[config.mk]
export PLATFORM = sky130hd
export DESIGN_NAME = tmr_fault_manager
export DESIGN_NICKNAME = d
export VERILOG_FILES = /design/src/rtl/tmr_fault_manager.sv
export SDC_FILE = /design/constraint.sdc
export NUM_CORES = 1
export LEC_CHECK = 0
export BUFFER_PORTS_ARGS = -buffer_cell sky130_fd_sc_hd__clkbuf_2
export CAP_MARGIN = 20
export CORE_MARGIN = 2
export CORE_UTILIZATION = 39
export DETAILED_ROUTE_END_ITERATION = 7
export PLACE_DENSITY = 0.54
export REMOVE_ABC_BUFFERS = 1
export SLEW_MARGIN = 20
export SYNTH_ARGS = -nofsm -noshare
export SYNTH_HDL_FRONTEND = slang
export SYNTH_SLANG_ARGS = --single-unit
[constraint.sdc]
create_clock -name clk -period 6.5 [get_ports clk]
set_input_delay 1.625 -clock clk [delete_from_list [all_inputs] [get_ports clk]]
set_output_delay 1.625 -clock clk [all_outputs]
set_load 0.02 [all_outputs]
[src/rtl/tmr_fault_manager.sv]
// TMR supervisor: localises a single faulty control_module instance, resynchronises it and masks it after repeated failures.
// Optional WAIT_IDLE timeout is compiled in when TMR_MGR_TIMEOUT_EN is defined.
module tmr_fault_manager #(
  parameter int NUM_GROUPS     = 2,
  parameter int PERSIST_CYCLES = 4,
  parameter int RESYNC_CYCLES  = 8,
  parameter int SETTLE_CYCLES  = 16,
  parameter int MAX_RETRIES    = 3,
  parameter int CNT_W          = 16,
  parameter int TIMEOUT_CYCLES = 1024
) (
  input  logic                  clk,
  input  logic                  rst,
  input  logic [NUM_GROUPS-1:0] mis_ab_i,
  input  logic [NUM_GROUPS-1:0] mis_bc_i,
  input  logic [NUM_GROUPS-1:0] mis_ac_i,
  input  logic                  busy_i,
  output logic [2:0]            inst_rst_n_o,
  output logic [2:0]            mask_o,
  output logic                  fault_irq_o,
  input  logic [1:0]            reg_addr_i,
  input  logic                  reg_rd_i,
  input  logic                  clr_i,
  output logic [31:0]           reg_rdata_o
);

  localparam int CW = $clog2(PERSIST_CYCLES + RESYNC_CYCLES + SETTLE_CYCLES + 1);

  typedef enum logic [2:0] {
    ST_IDLE      = 3'd0,
    ST_FILTER    = 3'd1,
    ST_WAIT_IDLE = 3'd2,
    ST_RESYNC    = 3'd3,
    ST_SETTLE    = 3'd4
  } state_t;

  state_t           r_state;
  state_t           w_next;
  logic [CW-1:0]    r_cnt;
  logic [1:0]       r_target;
  logic [3:0]       r_retry;
  logic [2:0]       r_mask;
  logic             r_sticky;
  logic             r_uncorr_q;
  logic             r_irq;
  logic [31:0]      r_rdata;
  logic [CNT_W-1:0] r_err_cnt [3];

  logic [2:0]  w_sus;
  logic [2:0]  w_sus_um;
  logic [2:0]  w_tgt_oh;
  logic [1:0]  w_sus_code;
  logic        w_triple;
  logic        w_any_mis;
  logic        w_multi;
  logic        w_single;
  logic        w_uncorr;
  logic        w_confirm;
  logic        w_check;
  logic        w_still;
  logic        w_mask_evt;
  logic        w_timeout;
  logic        w_to_flag;
  logic [31:0] w_status;
  logic [31:0] w_rd_data;

  always_comb begin
    w_sus    = '0;
    w_triple = 1'b0;
    for (int g = 0; g < NUM_GROUPS; g++) begin
      w_sus[0] = w_sus[0] | (mis_ab_i[g] & mis_ac_i[g] & ~mis_bc_i[g]);
      w_sus[1] = w_sus[1] | (mis_ab_i[g] & mis_bc_i[g] & ~mis_ac_i[g]);
      w_sus[2] = w_sus[2] | (mis_ac_i[g] & mis_bc_i[g] & ~mis_ab_i[g]);
      w_triple = w_triple | (mis_ab_i[g] & mis_bc_i[g] & mis_ac_i[g]);
    end
  end

  assign w_any_mis = |{mis_ab_i, mis_bc_i, mis_ac_i};
  assign w_sus_um  = w_sus & ~r_mask;
  assign w_multi   = (w_sus_um[0] & w_sus_um[1]) | (w_sus_um[0] & w_sus_um[2]) |
                     (w_sus_um[1] & w_sus_um[2]);
  assign w_single  = (w_sus_um != 3'b000) && !w_multi;
  assign w_sus_code = w_sus_um[0] ? 2'd1 : (w_sus_um[1] ? 2'd2 : (w_sus_um[2] ? 2'd3 : 2'd0));

  // Once a resync is under way, the target's own disturbance must not be mistaken for a new fault.
  assign w_uncorr = (w_multi | w_triple | (|r_mask & w_any_mis)) &&
                    (r_state == ST_IDLE || r_state == ST_FILTER || r_state == ST_WAIT_IDLE);

  always_comb begin
    case (r_target)
      2'd1:    w_tgt_oh = 3'b001;
      2'd2:    w_tgt_oh = 3'b010;
      2'd3:    w_tgt_oh = 3'b100;
      default: w_tgt_oh = 3'b000;
    endcase
  end

  assign w_still    = |(w_sus & w_tgt_oh);
  assign w_mask_evt = w_check && w_still && (r_retry == 4'(MAX_RETRIES - 1));

`ifdef TMR_MGR_TIMEOUT_EN
  localparam int TW = $clog2(TIMEOUT_CYCLES + 1);
  logic [TW-1:0] r_to_cnt;
  logic          r_to_flag;

  always_ff @(posedge clk) begin
    if (!rst) begin
      r_to_cnt  <= '0;
      r_to_flag <= 1'b0;
    end else begin
      if (r_state == ST_WAIT_IDLE && busy_i) r_to_cnt <= r_to_cnt + 1'b1;
      else                                   r_to_cnt <= '0;
      if (clr_i)          r_to_flag <= 1'b0;
      else if (w_timeout) r_to_flag <= 1'b1;
    end
  end

  assign w_timeout = (r_state == ST_WAIT_IDLE) && busy_i && (r_to_cnt == TW'(TIMEOUT_CYCLES - 1));
  assign w_to_flag = r_to_flag;
`else
  assign w_timeout = 1'b0;
  assign w_to_flag = 1'b0;
`endif

  always_ff @(posedge clk) begin
    if (!rst) r_state <= ST_IDLE;
    else      r_state <= w_next;
  end

  always_comb begin
    w_next    = r_state;
    w_confirm = 1'b0;
    w_check   = 1'b0;
    case (r_state)
      ST_IDLE: begin
        if (!w_uncorr && w_single) w_next = ST_FILTER;
      end
      ST_FILTER: begin
        if (w_uncorr || !w_single || (w_sus_code != r_target)) begin
          w_next = ST_IDLE;
        end else if (r_cnt == CW'(PERSIST_CYCLES - 1)) begin
          w_next    = ST_WAIT_IDLE;
          w_confirm = 1'b1;
        end
      end
      ST_WAIT_IDLE: begin
        if (w_uncorr)                 w_next = ST_IDLE;
        else if (!busy_i || w_timeout) w_next = ST_RESYNC;
      end
      ST_RESYNC: begin
        if (r_cnt == CW'(RESYNC_CYCLES - 1)) w_next = ST_SETTLE;
      end
      ST_SETTLE: begin
        if (r_cnt == CW'(SETTLE_CYCLES - 1)) begin
          w_check = 1'b1;
          w_next  = (w_still && !w_mask_evt) ? ST_WAIT_IDLE : ST_IDLE;
        end
      end
      default: w_next = ST_IDLE;
    endcase
  end

  always_comb begin
    inst_rst_n_o = (r_state == ST_RESYNC) ? ~w_tgt_oh : 3'b111;
    mask_o       = r_mask;
    fault_irq_o  = r_irq;
    reg_rdata_o  = r_rdata;
  end

  always_comb begin
    w_status        = '0;
    w_status[2:0]   = r_mask;
    w_status[3]     = r_sticky;
    w_status[6:4]   = r_state;
    w_status[9:8]   = r_target;
    w_status[15:12] = r_retry;
    w_status[16]    = w_to_flag;
    case (reg_addr_i)
      2'd0:    w_rd_data = w_status;
      2'd1:    w_rd_data = 32'(r_err_cnt[0]);
      2'd2:    w_rd_data = 32'(r_err_cnt[1]);
      default: w_rd_data = 32'(r_err_cnt[2]);
    endcase
  end

  // The phase counter doubles as persist count in FILTER, which starts at one on entry.
  always_ff @(posedge clk) begin
    if (!rst) begin
      r_cnt      <= '0;
      r_target   <= '0;
      r_retry    <= '0;
      r_mask     <= '0;
      r_sticky   <= 1'b0;
      r_uncorr_q <= 1'b0;
      r_irq      <= 1'b0;
      r_rdata    <= '0;
      for (int i = 0; i < 3; i++) r_err_cnt[i] <= '0;
    end else begin
      r_uncorr_q <= w_uncorr;
      r_irq      <= (w_uncorr & ~r_uncorr_q) | w_mask_evt;
      if (w_mask_evt) r_mask <= r_mask | w_tgt_oh;

      if (w_next != r_state)      r_cnt <= (w_next == ST_FILTER) ? CW'(1) : '0;
      else if (r_state == ST_FILTER || r_state == ST_RESYNC || r_state == ST_SETTLE)
        r_cnt <= r_cnt + 1'b1;

      if (w_next == ST_IDLE)                         r_target <= 2'd0;
      else if (r_state == ST_IDLE && w_next == ST_FILTER) r_target <= w_sus_code;

      if (w_next == ST_IDLE)        r_retry <= '0;
      else if (w_check && w_still) r_retry <= r_retry + 1'b1;

      if (clr_i)         r_sticky <= 1'b0;
      else if (w_uncorr) r_sticky <= 1'b1;

      for (int i = 0; i < 3; i++) begin
        if (clr_i)
          r_err_cnt[i] <= '0;
        else if (w_confirm && w_tgt_oh[i] && (r_err_cnt[i] != {CNT_W{1'b1}}))
          r_err_cnt[i] <= r_err_cnt[i] + 1'b1;
      end

      if (reg_rd_i) r_rdata <= w_rd_data;
    end
  end

endmodule

After elaboration in Yosys (flattened, before gate mapping)
Memories as Yosys holds them, arrays and structs flattened. Cells that the tools add are included.

Bitwise gates (word level): 47. Eq/ne operators: 19. Reduce and logical (&&, ||, !) cells: 33. Muxes and demuxes: 45. $add $sub $neg: 5.

Operator list (count): 2-to-1 mux 16 bit (6); adder 16 x 1 -> 16 bit (second input constant) (3); != test 16 bit (second input constant) (3); case mux 16 bit (3 select lines) (1); 2-to-1 mux 3 bit (8); 2-to-1 mux 1 bit (22); bitwise AND 1 bit (19); bitwise OR 1 bit (15); case mux 3 bit (5 select lines) (1); logical AND 1 bit (13); 2-to-1 mux 5 bit (2); case mux 3 bit (3 select lines) (1); 2-to-1 mux 2 bit (4); inverter 1 bit (8); bitwise AND 3 bit (2); == test 2 bit (second input constant) (3); == test 3 x 1 -> 1 bit (second input constant) (2); == test 3 x 2 -> 1 bit (second input constant) (2); logical NOT 3 bit (2); logical OR 1 bit (6); inverter 3 bit (2); OR reduction 3 bit (2); OR reduction 6 bit (1); adder 5 x 1 -> 5 bit (second input constant) (1); other kinds (15) (20).

Input port bits: 13. Output and inout port bits: 39. Word-level logic and storage cells: 159. Register bits: 52. Bits in writable memories: 48. Memories kept: 1.

Memories: r_err_cnt (words 3, bits a word 16, read ports 3, clocked after memory_dff 0, write ports 3, RTL line 47) `logic [CNT_W-1:0] r_err_cnt [3];`.

Logic depth before layout (Yosys ltp)
Depth after elaboration: 21. Mapped depth: 11. Depth with buffers taken out: 8.

Worst setup path after synthesis
No wires, ideal clock.

Path type: input-to-reg. Start: input mis_bc_i[1]. End: memory r_err_cnt[2][0], enable pin. Setup slack: 1976 ps. Stages on the path: 10. Path buffers: 3. Data arrival time: 4152 ps. Library setup time: 372 ps. Data required time: 6128 ps. Cells stage by stage: or4bb_1 > and2_1 > buf_2 > xnor2_1 > o21ai_0 > o2111ai_2 > or4b_1 > buf_6 > buf_8 > nand2_1.

RTL lines: start, declared (RTL line 15) `input logic [NUM_GROUPS-1:0] mis_bc_i,`; end, declared (RTL line 47).

==> run summary <==
critical path class = in2reg
post-synthesis cell type count = 56
die area = 13300 um2
WL met1 = 5250 um
Routed WL per cell = 16.9 um
type of origin of the critical path = input pin
Cell Area, Synth = 4810 um2
min-delay worst type = reg2reg
Period Utilization, post-route = 0.736
maximum vdd drop = 0.000126 V
port buffer count = 35
Fill cells = 1165
GRT Util Overall = 0.180
dpl hpwl = 8290 um
TritonCTS clock tree = done
Detail Route Antenna Nets = 0
data arrival time of the worst path = 4.77 ns
final hold viol count = 0
TritonCTS buffer count = 9
H-tree depth = 3
async set-reset flop share out of synthesis = 0
core box area = 12000 um2
final setup fails = 0
total of max-cap violations = 0
insertion delay to the later sink of the worst-skew pair = 0.35 ns
clock root buffer master = clkbuf_16
Slew Limit Headroom = 0.507
Syn Area/Cell = 9.95 um2
number of synthesized flops with an enable pin = 48
vias in the first global route = 3349
Yosys reg bits = 84
# rows = 40
hold slack final = 0.455 ns
initial drt markers = 279
register area share after synthesis = 0.449
met3 WL = 464 um
status = finished, final reports clean
layout cells sized above 1 = 0.140
clk_skew = 0.00481 ns
ant diodes = 0
nets = 528
initial antenna violation count = 0
CP endpoint kind = flip-flop
Area growth, synth to finish = 10.5%
I/O Pins = 52
met2 wire len = 5280 um
sequential cell area = 2160 um2
final core utilization = 0.443
crit-path max FO = 17
Final min period = 4.79 ns
Slew @ Worst Pin = 0.732 ns
Worst Path Required = 6.48 ns
CTS max path bufs = 2
top_reg_cell synth = edfxtp_1
aggregate global routing overflow = 0
# clock sinks = 84
TritonRoute pass-1 iters = 4
Vias/cell = 5.33
GPL Wtd Cong = 0.832
largest net degree at the start of global routing = 27
fin. max-slew vios = 0
Die H = 115 um
Post-CTS Setup Bufs = 0
Leak = 1.97 nW
setup tns final = 0 ns
total wire length = 11200 um
post-CTS sizing = 0
clock-pin slew on the worst setup and hold paths = 0.06 ns
uppermost layer routed = met4
Synth Warn # = 0
FMAX = 209 MHz
Hold Buf Count CTS = 0
first-pass GRT wire length = 17900 um
die width = 115 um
Remaining DRCs = 0
Via Count = 3515
area of the multi-input gates = 2440 um2
Power Density = 234 nW/um2
Initial Utilization = 0.401
Mapped Cells = 484
RSZ-0062 raised after global routing = no
[power breakdown]
part / internal [W] / switching (W)
Clock: 0.000314 / 0.000207
Sequential: 0.000582 / 0.0000245
Combinational: 0.0000455 / 0.0000701
[worst max-delay path, cell delays in order]
cell,delay (ns)
clkbuf_2,0.13
or4bb_1,0.52
and2_1,0.24
xnor2_1,0.16
o21ai_0,0.34
o2111ai_2,0.29
or4b_1,0.82
nand2_1,0.63
[cell usage in the layout, fill, tap and decap left out, drive strengths merged, types with 2 or more instances in the layout]
master and instances:
xor2 29, nor2 87, a22o 2, or4b 3, nand2b 3, a22oi 3
xnor2 20, o31ai 2, nand4 7, mux4 13, a21o 3, nor3 9
ha 7, nand2 42, a31oi 4, nor2b 4, o21ai 5, and2 4
inv 11, dfxtp 36, and4 4, clkinv 4, edfxtp 48, clkbuf 48
mux2i 16, and3 14, o211ai 2, a21boi 4, or4bb 2, or3 2
a211oi 10, o221ai 2, mux2 3, a21oi 8, nand3b 2, nand3 21
o2111a 2, conb 16
[synthesized netlist by cell type, types with 4 or more instances]
cell type | number | area share
a211oi_1 | 10 | 0.016
a21oi_1 | 8 | 0.0083
a31oi_1 | 4 | 0.0052
and2_1 | 4 | 0.0052
and3_1 | 14 | 0.018
and4_1 | 4 | 0.0073
buf_4 | 16 | 0.025
clkbuf_1 | 16 | 0.012
dfxtp_1 | 36 | 0.15
edfxtp_1 | 48 | 0.30
ha_1 | 7 | 0.018
inv_1 | 11 | 0.0086
mux2i_1 | 16 | 0.033
mux4_2 | 13 | 0.061
nand2_1 | 42 | 0.033
nand3_1 | 21 | 0.022
nand4_1 | 7 | 0.0091
nor2_1 | 87 | 0.068
nor2b_1 | 4 | 0.0052
nor3_1 | 8 | 0.0083
o21ai_0 | 5 | 0.0052
xnor2_1 | 20 | 0.036
xor2_1 | 29 | 0.053
[per-layer routing]
layer | vias to the layer above | GRT usage
met4 | 0 | 0.0715
met5 | - | 0
met1 | 1684 | 0.237
li1 | 1745 | -
met2 | 74 | 0.284
met3 | 12 | 0.0459
[sequential cells by signal, indices dropped and copies added, names as in the netlist]
register	count
r_err_cnt	48
reg_rdata_o	16
r_cnt	5
r_retry	4
mask_o	3
r_state	3
r_target	2
fault_irq_o	1
r_sticky	1
r_uncorr_q	1
[final cells by class]
cell class / count / share of cell area
clock buffers: 13 / 0.0550
clock inverters: 3 / 0.00282
inverters: 12 / 0.00847
multi-input cells: 365 / 0.458
flip-flops and latches: 84 / 0.406
well taps: 147 / 0.0346
repair buffers: 36 / 0.0343
[through the flow]
| stage | worst slack, ns | area [um2] | power [W] | cells |
|---|---|---|---|---|
| after floorplan | 2.00 | 4650 | 0.000691 | 461 |
| after global placement | 1.48 | 5010 | 0.000733 | 644 |
| after detailed placement | 1.37 | 5010 | 0.000734 | 644 |
| after CTS | 1.74 | 5320 | 0.00126 | 660 |
| after global routing | 1.45 | 5320 | 0.00129 | 660 |
| final | 1.71 | 5320 | 0.00124 | 660 |
[kinds of logic (layout without fill, tap and decap cells)]
family	after synthesis	count (layout)	share of synthesized area
simple gates	207	207	0.202
flops	84	84	0.449
compound gates	53	53	0.0811
buf+inv	50	64	0.0561
xor+xnor	49	49	0.0891
mux	32	32	0.101
fa+ha+maj	8	8	0.0203
other cells	1	16	0.000779
[path summary, 6_finish.rpt]
check / cells past startpoint / to / slack, ns / start
hold reg to reg: 2 / fault_irq_o$_SDFF_PN0_ / 0.46 / r_uncorr_q$_SDFF_PN0_
setup / recovery: 8 / r_err_cnt[2][1]$_SDFFCE_PN0P_ / 1.71 / mis_ac_i[0]
setup reg to reg: 7 / r_err_cnt[2][1]$_SDFFCE_PN0P_ / 2.69 / mask_o[0]$_SDFFE_PN0P_
hold / removal: 2 / fault_irq_o$_SDFF_PN0_ / 0.46 / r_uncorr_q$_SDFF_PN0_
(Power assumes the default switching activity.)
